--- config.mk ---
export PLATFORM = sky130hd
export DESIGN_NAME = div_ctrl
export DESIGN_NICKNAME = d
export VERILOG_FILES = /design/src/rtl/div_ctrl_pkg.sv /design/src/rtl/div_fastpath.sv /design/src/rtl/div_ctrl.sv
export SDC_FILE = /design/constraint.sdc
export NUM_CORES = 1
export LEC_CHECK = 0
export ABC_AREA = 1
export CAP_MARGIN = 10
export CORE_MARGIN = 2
export CORE_UTILIZATION = 40
export DETAILED_ROUTE_END_ITERATION = 6
export PLACE_DENSITY_LB_ADDON = 0.2
export SLEW_MARGIN = 25
export SYNTH_ARGS = -nofsm -noshare
export SYNTH_HDL_FRONTEND = slang
export SYNTH_SLANG_ARGS = --single-unit
--- constraint.sdc ---
create_clock -name clk_i -period 2 [get_ports clk_i]
set_clock_uncertainty 0.05 [all_clocks]
set_input_delay 0.2 -clock clk_i [delete_from_list [all_inputs] [get_ports clk_i]]
set_output_delay 0.2 -clock clk_i [all_outputs]
set_load 0.02 [all_outputs]
--- src/rtl/div_ctrl_pkg.sv ---
// div_ctrl_pkg: shared func/state encodings and special-case constants
package div_ctrl_pkg;
  typedef enum logic [1:0] {
    FN_DIV  = 2'b00,
    FN_DIVU = 2'b01,
    FN_REM  = 2'b10,
    FN_REMU = 2'b11
  } func_e;
  typedef enum logic [2:0] {
    S_IDLE,
    S_ISSUE,
    S_WAIT,
    S_DRAIN,
    S_RESP
  } state_e;
  localparam logic [31:0] DIV0_QUOT = 32'hFFFF_FFFF;
  localparam logic [31:0] INT_MIN   = 32'h8000_0000;
endpackage

--- src/rtl/div_fastpath.sv ---
// div_fastpath: detects divide-by-zero and signed overflow and selects their result
module div_fastpath
  import div_ctrl_pkg::*;
(
  input  logic [31:0] a,
  input  logic [31:0] b,
  input  logic [1:0]  func,
  output logic        hit,
  output logic [31:0] result
);
  logic zero, ovf, rem;
  always_comb begin
    zero   = b == '0;
    rem    = func == FN_REM || func == FN_REMU;
    ovf    = (func == FN_DIV || func == FN_REM) && a == INT_MIN && b == DIV0_QUOT;
    hit    = zero || ovf;
    result = zero ? (rem ? a : DIV0_QUOT) : (rem ? '0 : INT_MIN);
  end
endmodule

--- src/rtl/div_ctrl.sv ---
// div_ctrl: pipeline-side controller sequencing divide/remainder ops through an external divider
module div_ctrl
  import div_ctrl_pkg::*;
(
  input  logic        clk_i,
  input  logic        rst_ni,
  input  logic        req_valid_i,
  output logic        req_ready_o,
  input  logic [31:0] op_a_i,
  input  logic [31:0] op_b_i,
  input  logic [1:0]  func_i,
  input  logic [4:0]  rd_i,
  output logic        resp_valid_o,
  input  logic        resp_ready_i,
  output logic [31:0] resp_result_o,
  output logic [4:0]  resp_rd_o,
  input  logic        flush_i,
  output logic        busy_o,
  output logic        div_start_o,
  output logic [31:0] div_a_o,
  output logic [31:0] div_b_o,
  output logic [1:0]  div_func_o,
  input  logic [31:0] div_result_i,
  input  logic        div_done_i
);
  state_e      state_q, state_d;
  logic [31:0] a_q, a_d, b_q, b_d, res_q, res_d;
  logic [1:0]  func_q, func_d;
  logic [4:0]  rd_q, rd_d;
  logic        fp_hit;
  logic [31:0] fp_res;
  div_fastpath u_fastpath (
    .a      (op_a_i),
    .b      (op_b_i),
    .func   (func_i),
    .hit    (fp_hit),
    .result (fp_res)
  );
  always_comb begin
    state_d      = state_q;
    a_d          = a_q;
    b_d          = b_q;
    func_d       = func_q;
    rd_d         = rd_q;
    res_d        = res_q;
    req_ready_o  = rst_ni && state_q == S_IDLE && !flush_i;
    div_start_o  = 1'b0;
    resp_valid_o = 1'b0;
    case (state_q)
      S_IDLE: if (req_valid_i && req_ready_o) begin
        a_d     = op_a_i;
        b_d     = op_b_i;
        func_d  = func_i;
        rd_d    = rd_i;
        res_d   = fp_res;
        state_d = fp_hit ? S_RESP : S_ISSUE;
      end
      S_ISSUE: begin
        div_start_o = !flush_i;
        state_d     = flush_i ? S_IDLE : S_WAIT;
      end
      S_WAIT: begin
        res_d   = div_done_i && !flush_i ? div_result_i : res_q;
        state_d = div_done_i ? (flush_i ? S_IDLE : S_RESP) : (flush_i ? S_DRAIN : S_WAIT);
      end
      S_DRAIN: state_d = div_done_i ? S_IDLE : S_DRAIN;
      S_RESP: begin
        resp_valid_o = !flush_i;
        state_d      = flush_i || resp_ready_i ? S_IDLE : S_RESP;
      end
      default: state_d = S_IDLE;
    endcase
  end
  always_ff @(posedge clk_i or negedge rst_ni) begin
    if (!rst_ni) begin
      state_q <= S_IDLE;
      a_q     <= '0;
      b_q     <= '0;
      func_q  <= '0;
      rd_q    <= '0;
      res_q   <= '0;
    end else begin
      state_q <= state_d;
      a_q     <= a_d;
      b_q     <= b_d;
      func_q  <= func_d;
      rd_q    <= rd_d;
      res_q   <= res_d;
    end
  end
  assign busy_o        = state_q != S_IDLE;
  assign div_a_o       = a_q;
  assign div_b_o       = b_q;
  assign div_func_o    = func_q;
  assign resp_result_o = res_q;
  assign resp_rd_o     = rd_q;
endmodule

== Word-level counts from Yosys, hierarchy flattened ==
Cells that the tools add are included.
Widths: inputs -> output; s select.

* Eq/ne operators: 10
* Multiplexer cells: 17
* Reductions and logical operators: 18

{| class="wikitable"
|+ Operators with widths
! kind !! number
|-
| $mux 32 || 5
|-
| $eq 32x32->1 const B || 2
|-
| $pmux 32 s2 || 1
|-
| $logic_not 32->1 || 1
|-
| $mux 3 || 5
|-
| $pmux 3 s5 || 1
|-
| $eq 3x2->1 const B || 2
|-
| $logic_and 1x1->1 || 6
|-
| $eq 2x2->1 const B || 2
|-
| $logic_or 1x1->1 || 4
|-
| $mux 2 || 2
|-
| $eq 3x1->1 const B || 1
|-
| $eq 3x3->1 const B || 1
|-
| $logic_not 3->1 || 1
|-
| $mux 1 || 3
|-
| $reduce_and 3->1 || 1
|-
| $reduce_bool 3->1 || 1
|-
| $logic_not 2->1 || 1
|-
| $ne 2x1->1 const B || 1
|-
| $ne 2x2->1 const B || 1
|-
| $reduce_and 2->1 || 1
|-
| $reduce_bool 2->1 || 1
|-
| $logic_not 1->1 || 1
|}

* Register bits: 106
* Bits of input ports: 109
* Output and inout bits: 107
* Logic and storage cells: 51

== Longest topological paths before layout ==
Gate-level depths: netlist of run 1.

* Depth after elaboration: 8
* Mapped depth: 10
* Gate-level depth less buffers: 10

== By module ==
From an unflattened synthesis of run 1, not the netlist that was laid out.

* Cell total of the unflattened synthesis: 745
* Area total of the unflattened synthesis: 5474.0 um^2

{| class="wikitable"
|+ By module, submodules not included
! module !! times used !! cells each !! area each (um^2) !! sequential area each (um^2)
|-
| div_ctrl || 1 || 590 || 4728.3 || 2652.5
|-
| div_fastpath || 1 || 155 || 745.7 || 0.0
|}

== Worst setup path after synthesis of run 1 ==
Ideal clock, no wire load.

* Path kind: reg-to-reg
* Start: register state_q[0]
* End: register res_q[23] (netlist: resp_result_o[23])
* Library setup time: 0.124 ns
* Arrival: 1.610 ns
* Setup slack: 0.216 ns
* Stages on the path, launching flop included: 10
* Path buffers: 1
* Cells stage by stage: dfrtp_1 > nor2_2 > nand2_2 > nor3_4 > nand2_2 > nand2_2 > nand2_2 > buf_2 > a21oi_1 > a21oi_1

* Longest elaborated chain between the ends: 6
* Elaborated cells between the ends (all ways): 10
* Classes of those cells: eq/ne: 3; mux: 1; reduce/logical: 6

{| class="wikitable"
|+ Ends and longest elaborated chain
! element !! line !! source
|-
| start, declared || div_ctrl.sv:26 || <nowiki>state_e state_q, state_d;</nowiki>
|-
| start signal, assigned || div_ctrl.sv:83 || <nowiki>state_q <= state_d;</nowiki>
|-
| $logic_not 3->1 || div_ctrl.sv:46 || <nowiki>req_ready_o = rst_ni && state_q == S_IDLE && !flush_i;</nowiki>
|-
| $logic_and 1x1->1 (2 in series) || div_ctrl.sv:46 ||
|-
| net req_ready_o || div_ctrl.sv:8 || <nowiki>output logic req_ready_o,</nowiki>
|-
| $logic_and 1x1->1 || div_ctrl.sv:50 || <nowiki>S_IDLE: if (req_valid_i && req_ready_o) begin</nowiki>
|-
| $ne 2x1->1 (no line) || - ||
|-
| $reduce_and 3->1 (no line) || - ||
|-
| end signal, assigned || div_ctrl.sv:88 || <nowiki>res_q <= res_d;</nowiki>
|-
| end, declared || div_ctrl.sv:27 || <nowiki>logic [31:0] a_q, a_d, b_q, b_d, res_q, res_d;</nowiki>
|}

The timed path passes the listed nets, and every way through them passes these cells.
A chain may end at the register's enable or synchronous reset.

== Worst setup path in the final report of run 1 ==
* Start: register state_q[0]
* End: output busy_o

* Longest elaborated chain between the ends: 1

{| class="wikitable"
|+ Ends and longest elaborated chain
! element !! line !! source
|-
| $reduce_bool 3->1 || div_ctrl.sv:91 || <nowiki>assign busy_o = state_q != S_IDLE;</nowiki>
|-
| end, declared || div_ctrl.sv:18 || <nowiki>output logic busy_o,</nowiki>
|}

Every way passes these cells.

==> qor.yml, run 1 <==
ir_drop_mv: 0.8168
io_pins: 216
yosys.cell_types.count: 21
root_buffer: "clkbuf_16"
synth_nets: 704
period_share_pct: 91.71
antenna_found_initial: 0
grt_pass1_wl_um: 24210
dp_hpwl_um: 11180
avgSynthCellArea_um2: 8.161
drt-wirelength-per-cell_um: 15.41
holdWs_ns: 0.4239
design_area_mm2: 0.007545
tightest_slew_ns: 0.7250
tritoncts: "yes"
status: "completed"
die_area_mm2: 0.01304
setup_violations: 0
slowest_delay_ns: 0.56
diodes: 0
postRouteAntennaNets: 0
endpoint_kind: "output port"
initial_core_util_pct: 40.77
maxCapViolations: 0
min_period_ns: 1.834
finalMaxSlewViolations: 0
critical_path_class: "flop to output port"
dpl.cell_count: 940
worstHoldPathType: "primary input to flop"
grt_pass1_vias: 4951
avgViaCountPerCell: 5.047
cts_buffers: 9
nFillCells: 1025
htreeDepth: 3
crit_path_start: "state_q[0]"
finalSetupTns_ns: 0
gr-usage-met3_pct: 4.182
finalWirelength_um: 14750
clock_latency_ns: 0.34
clock_sinks: 106
drt_iter0_markers: 414
min_from: "op_b_i[25]"
final_cells: 957
drc_errors: 0
syn-cell-area_mm2: 0.004856
r2r_start: "state_q[2]"
rsz0062_at_grt: "no"
layout-drive-gt1-share_pct: 6.173
path_clk_slew_ns: 0.07
slew_headroom_pct: 51.66
globalRouteMet2Util_pct: 38.25
cp.arrival_ns: 1.58
max_freq_mhz: 545.2
power_mw: 12.06
routabilityCongestion: 0.8945
rows: 40
io_buffer_count: 215
use_met1_pct: 30.74
seq_area_mm2: 0.002653
seq_area_frac_synth_pct: 54.63
cp_cell_sequence: "nor2_2 -> nand2_2 -> clkdlybuf4s50_1"
fin_nets: 914
vias: 4830
coreArea_mm2: 0.01191
hold_violations: 0
grt_use_total_pct: 23.51
start_kind: "flop"
crit_buf_inv: 1
cts_setup_buffers: 0
synth_cells: 595
crit_slowest_cell: "clkdlybuf4s50_1"
synth_seq_cells: 106
path_max_fanout: 4
syn2layout_area_growth_pct: 55.37
multiInputGateArea_mm2: 0.001780
critical_path.top_delay_family: "buffers and inverters"
drt_pass1_iterations: 5
gr-max-usage-layer: "met2"
cp.required_ns: 1.75
power_leakage_nw: 3.489
yosysWarnings: 0
overflow: 0
power_density_mw_per_mm2: 1598
grt_max_degree: 67
die_x_um: 114.2
die_h_um: 114.2
place_area_mm2: 0.007211
clockBufferDepth: 2
==> final timing paths <==
kind / end / slack, ns / depth (start not counted)
max in group asynchronous: div_b_o[31] / 0.90 / 3
max: busy_o / 0.17 / 3
min in group asynchronous: state_q[1] / 0.48 / 3
max reg2reg: resp_result_o[31] / 0.20 / 10
min: div_b_o[25] / 0.42 / 3
min reg2reg: div_b_o[1] / 0.43 / 2
==> sequential cells by signal (all words and copies together), names as in the netlist <==
name	count
div_func_o	2
resp_rd_o	5
state_q	3
div_a_o	32
div_b_o	32
resp_result_o	32
==> layout by cell type (no fill, tap or decap), types with 7 or more instances in the layout <==
cell / instances
nand4_1: 13
o21ai_0: 65
dfrtp_1: 106
nand3_1: 40
clkbuf_16: 9
a21oi_1: 64
buf_4: 13
mux2_2: 7
inv_1: 71
nor2_1: 59
nand2_1: 123
clkdlybuf4s50_1: 211
==> logic make-up (layout without fill, tap and decap cells) <==
family / Yosys count / count (layout) / synth area share [%]
AND/OR/NAND/NOR: 246 / 246 / 21.39
buffers and inverters: 106 / 321 / 8.915
AO/OA/AOI/OAI: 130 / 130 / 13.45
multiplexers: 7 / 7 / 1.623
flip-flops: 106 / 106 / 54.63
==> cells in the mapped netlist <==
library cell  instances  area, um2
nand2_1             123      461.7
nor3_4                1      16.27
nor2_1               61      229.0
buf_1                 3      11.26
dfrtp_1             106       2653
o21ai_0              65      325.3
inv_1                71      266.5
mux2_2                7      78.83
clkbuf_1             17      63.81
a21oi_1              64      320.3
nor3_1                1      5.000
nand4_1              13      81.33
inv_2                 2      7.510
or2_2                 1      6.260
nand2_2               4      25.02
o31ai_1               1      7.510
nand3_1              40      200.2
nor2_2                1      6.260
nand3b_1              1      7.510
buf_6                 3      33.78
buf_2                10      50.05
==> stage by stage <==
step | util [%] | worst slack [ns]
3_5_place_dp | 60.54 | 0.06068
6_report | 63.34 | 0.1659
5_1_grt | 63.34 | 0.02751
2_1_floorplan | - | 0.2157
4_1_cts | 63.30 | 0.01547
3_3_place_gp | 60.54 | 0.09664
==> report_power, final <==
group          internal, mW  total, mW  switching (mW)
combinational          2.91       6.29            3.39
clock                  1.13       1.89           0.764
sequential             3.25       3.87           0.620
total                  7.29       12.1            4.77
==> final cells by class <==
class                   instances  area share [%]
multi-input cells             383           23.60
clock buffers                  11           3.217
inverters                      73           3.632
well taps                     147           2.438
flip-flops and latches        106           35.16
repair buffers                232           30.93
clock inverters                 5           1.028
==> metal layers <==
| layer | wire (um) | share of wire, % |
|---|---|---|
| met3 | 921 | 6.2 |
| met5 | 0 | 0 |
| met2 | 7128 | 48 |
| met4 | 410 | 2.8 |
| met1 | 6292 | 43 |
==> what timing repair did <==
item,in CTS,in global routing
hold buffers,1,0
endpoints found under the setup margin,1,2
endpoints found under the hold margin,82,0
resized for setup,1,2
==> worst register-to-register path: cells and delay by family, from the launching register on <==
kind | cells | cell delay, ns
DFF | 1 | 0.41
buffers and inverters | 4 | 0.75
and+or+nand+nor | 6 | 0.48
(Power assumes the default switching activity.)
==> run 2: changes to the inputs <==
--- a/config.mk
+++ b/config.mk
@@ -8,8 +8,10 @@
 export ABC_AREA = 1
 export CAP_MARGIN = 10
+export CORE_ASPECT_RATIO = 0.6
 export CORE_MARGIN = 2
 export CORE_UTILIZATION = 40
 export DETAILED_ROUTE_END_ITERATION = 6
 export PLACE_DENSITY_LB_ADDON = 0.2
+export REMOVE_ABC_BUFFERS = 1
 export SLEW_MARGIN = 25
 export SYNTH_ARGS = -nofsm -noshare
--- a/constraint.sdc
+++ b/constraint.sdc
@@ -3,3 +3,3 @@
 set_input_delay 0.2 -clock clk_i [delete_from_list [all_inputs] [get_ports clk_i]]
 set_output_delay 0.2 -clock clk_i [all_outputs]
-set_load 0.02 [all_outputs]
+set_load 0.1 [all_outputs]
==> run 2 against run 1 <==
Compared with the run above: global-route usage down 0.60 points; cell count rose by 1.8%; worst setup slack lost 0.0056 ns; worst hold slack got worse by 0.014 ns; wire length up 1.3%; critical path depth grew 6; cell area decreased by 2.2%; core utilization decreased by 1.6 points; maximum frequency decreased by 0.30%.
==> qor.yml, run 2 (same netlist as run 1, synthesis figures left out) <==
avgViaCountPerCell: 4.891  # -3.1%
die_x_um: 146.2  # +28%
cts_buffers: 9  # unchanged
finalSetupTns_ns: 0  # unchanged
syn2layout_area_growth_pct: 52.00
grt_pass1_wl_um: 23500  # -2.9%
critical_path_class: "flop to flop"
tritoncts: "yes"
slowest_delay_ns: 0.44  # -0.12 ns
crit_slowest_cell: "dfrtp_2"
vias: 4764  # -1.4%
coreArea_mm2: 0.01195  # +0.29%
antenna_found_initial: 0  # unchanged
io_buffer_count: 215  # unchanged
setup_violations: 0  # unchanged
slew_headroom_pct: 60.39  # +8.7 points
die_h_um: 89.35  # -22%
worstHoldPathType: "primary input to asynchronous set/reset pin"
grt_use_total_pct: 22.91  # -0.60 points
drc_errors: 0  # unchanged
layout-drive-gt1-share_pct: 19.53  # +13 points
grt_max_degree: 107  # +60%
hold_violations: 0  # unchanged
status: "completed"
postRouteAntennaNets: 0  # unchanged
max_freq_mhz: 543.6  # -0.30%
initial_core_util_pct: 40.65  # -0.12 points
min_period_ns: 1.840  # +0.005578 ns
finalMaxSlewViolations: 0  # unchanged
dp_hpwl_um: 10920  # -2.3%
final_cell_mix: "nand2_1, buf_4, clkdlybuf4s50_1, dfrtp_1, inv_1"
drt_iter0_markers: 307  # -26%
period_share_pct: 91.98  # +0.28 points
grt_pass1_vias: 4555  # -8.0%
clock_sinks: 106  # unchanged
seq_area_mm2: 0.002654  # about the same
drt_pass1_iterations: 5  # unchanged
rsz0062_at_grt: "no"
path_max_fanout: 14  # +10
tightest_slew_ns: 0.5942  # -0.1309 ns
rows: 31  # -23%
diodes: 0  # unchanged
fin_ws_ns: 0.1603  # -0.005578 ns
start_kind: "flop"
final_common_cell: "nand2_1"
multiInputGateArea_mm2: 0.001790  # +0.56%
routabilityCongestion: 0.8101  # -9.4%
finalWirelength_um: 14950  # +1.3%
overflow: 0  # unchanged
io_pins: 216  # unchanged
drt-wirelength-per-cell_um: 15.35  # -0.45%
die_area_mm2: 0.01307  # +0.22%
maxCapViolations: 0  # unchanged
cts_setup_buffers: 0  # unchanged
cp_cell_sequence: "nor2_4 -> nand2_4 -> nor3_4 -> nand2_4 -> nand2_2 -> nand2_2 -> buf_4 -> a21oi_1 -> a21oi_1"
htreeDepth: 3  # unchanged
clock_latency_ns: 0.34  # about the same
pre_cts_slack_ns: 0.1040  # +0.04336 ns
nFillCells: 1057  # +3.1%
cp.required_ns: 2.17  # +0.42 ns
cp.arrival_ns: 2.01  # +0.43 ns
path_clk_slew_ns: 0.07  # about the same
root_buffer: "clkbuf_16"
endpoint_kind: "flop"
fin_nets: 914  # unchanged
clockBufferDepth: 2  # unchanged
## run 2: changes by cell type in the layout (fill, tap and decap cells not counted), moves of 2 or more
cell and delta:
buf_12 +5, buf_4 +101, dlymetal6s2s_1 -2, clkinv_2 -2, clkdlybuf4s50_1 -104
## run 2: area by class of cell
type	count	area share [%]
clock buffers	11	3.424
clock inverters	4	1.017
inverters	73	3.712
multi-input cells	383	24.26
flip-flops and latches	106	35.96
well taps	165	2.797
repair buffers	232	28.84
## run 2: metrics by stage
step                hold slack (ns)  instances  utilization, %  area, um2
floorplan                   -0.1456        562               -       4697
detailed placement           0.3035        958           58.83       7028
global placement             0.2980        958           58.83       7028
global route                 0.4321        974           61.78       7381
CTS                          0.4076        974           61.66       7366
finish                       0.4095        974           61.78       7381
## run 2: path summary, 6_finish.rpt
path | slack (ns) | start | end | cells past startpoint
max reg2reg | 0.16 | state_q[0] | resp_result_o[17] | 9
min reg2reg | 0.44 | div_a_o[9] | div_a_o[9] | 2
max in group asynchronous | 1.02 | rst_ni | state_q[0] | 3
min in group clk_i | 0.41 | func_i[0] | div_func_o[0] | 3
max | 0.16 | state_q[0] | resp_result_o[17] | 9
min | 0.41 | rst_ni | div_b_o[31] | 3
## run 2: timing repair
action | 4_1_cts | 5_1_grt
endpoints found under the setup margin | 0 | 5
endpoints found under the hold margin | 106 | 0
hold buffers | 1 | 0
gates resized for setup | 0 | 4
## run 2: critical path: cells and delay by family, from the launching register on
family,cells,cell delay [ns]
DFF,1,0.44
and+or+nand+nor,6,0.78
AOI/OAI and AO/OA,2,0.23
buffers and inverters,1,0.22
## run 2: layer usage
metal | part of all wire, % | track usage [%] | routed length [um] | vias to the layer above
met1 | 46 | 31.44 | 6880 | 2226
met2 | 44 | 36.06 | 6607 | 198
li1 | - | - | - | 2330
met5 | 0 | 0 | 0 | -
met3 | 9.1 | 7.653 | 1360 | 10
met4 | 0.66 | 4.590 | 99 | 0
Power of run 2 is left out: the tool's default activity adds up to more than one toggle a clock period on the data nets, which glitch-free logic cannot reach.
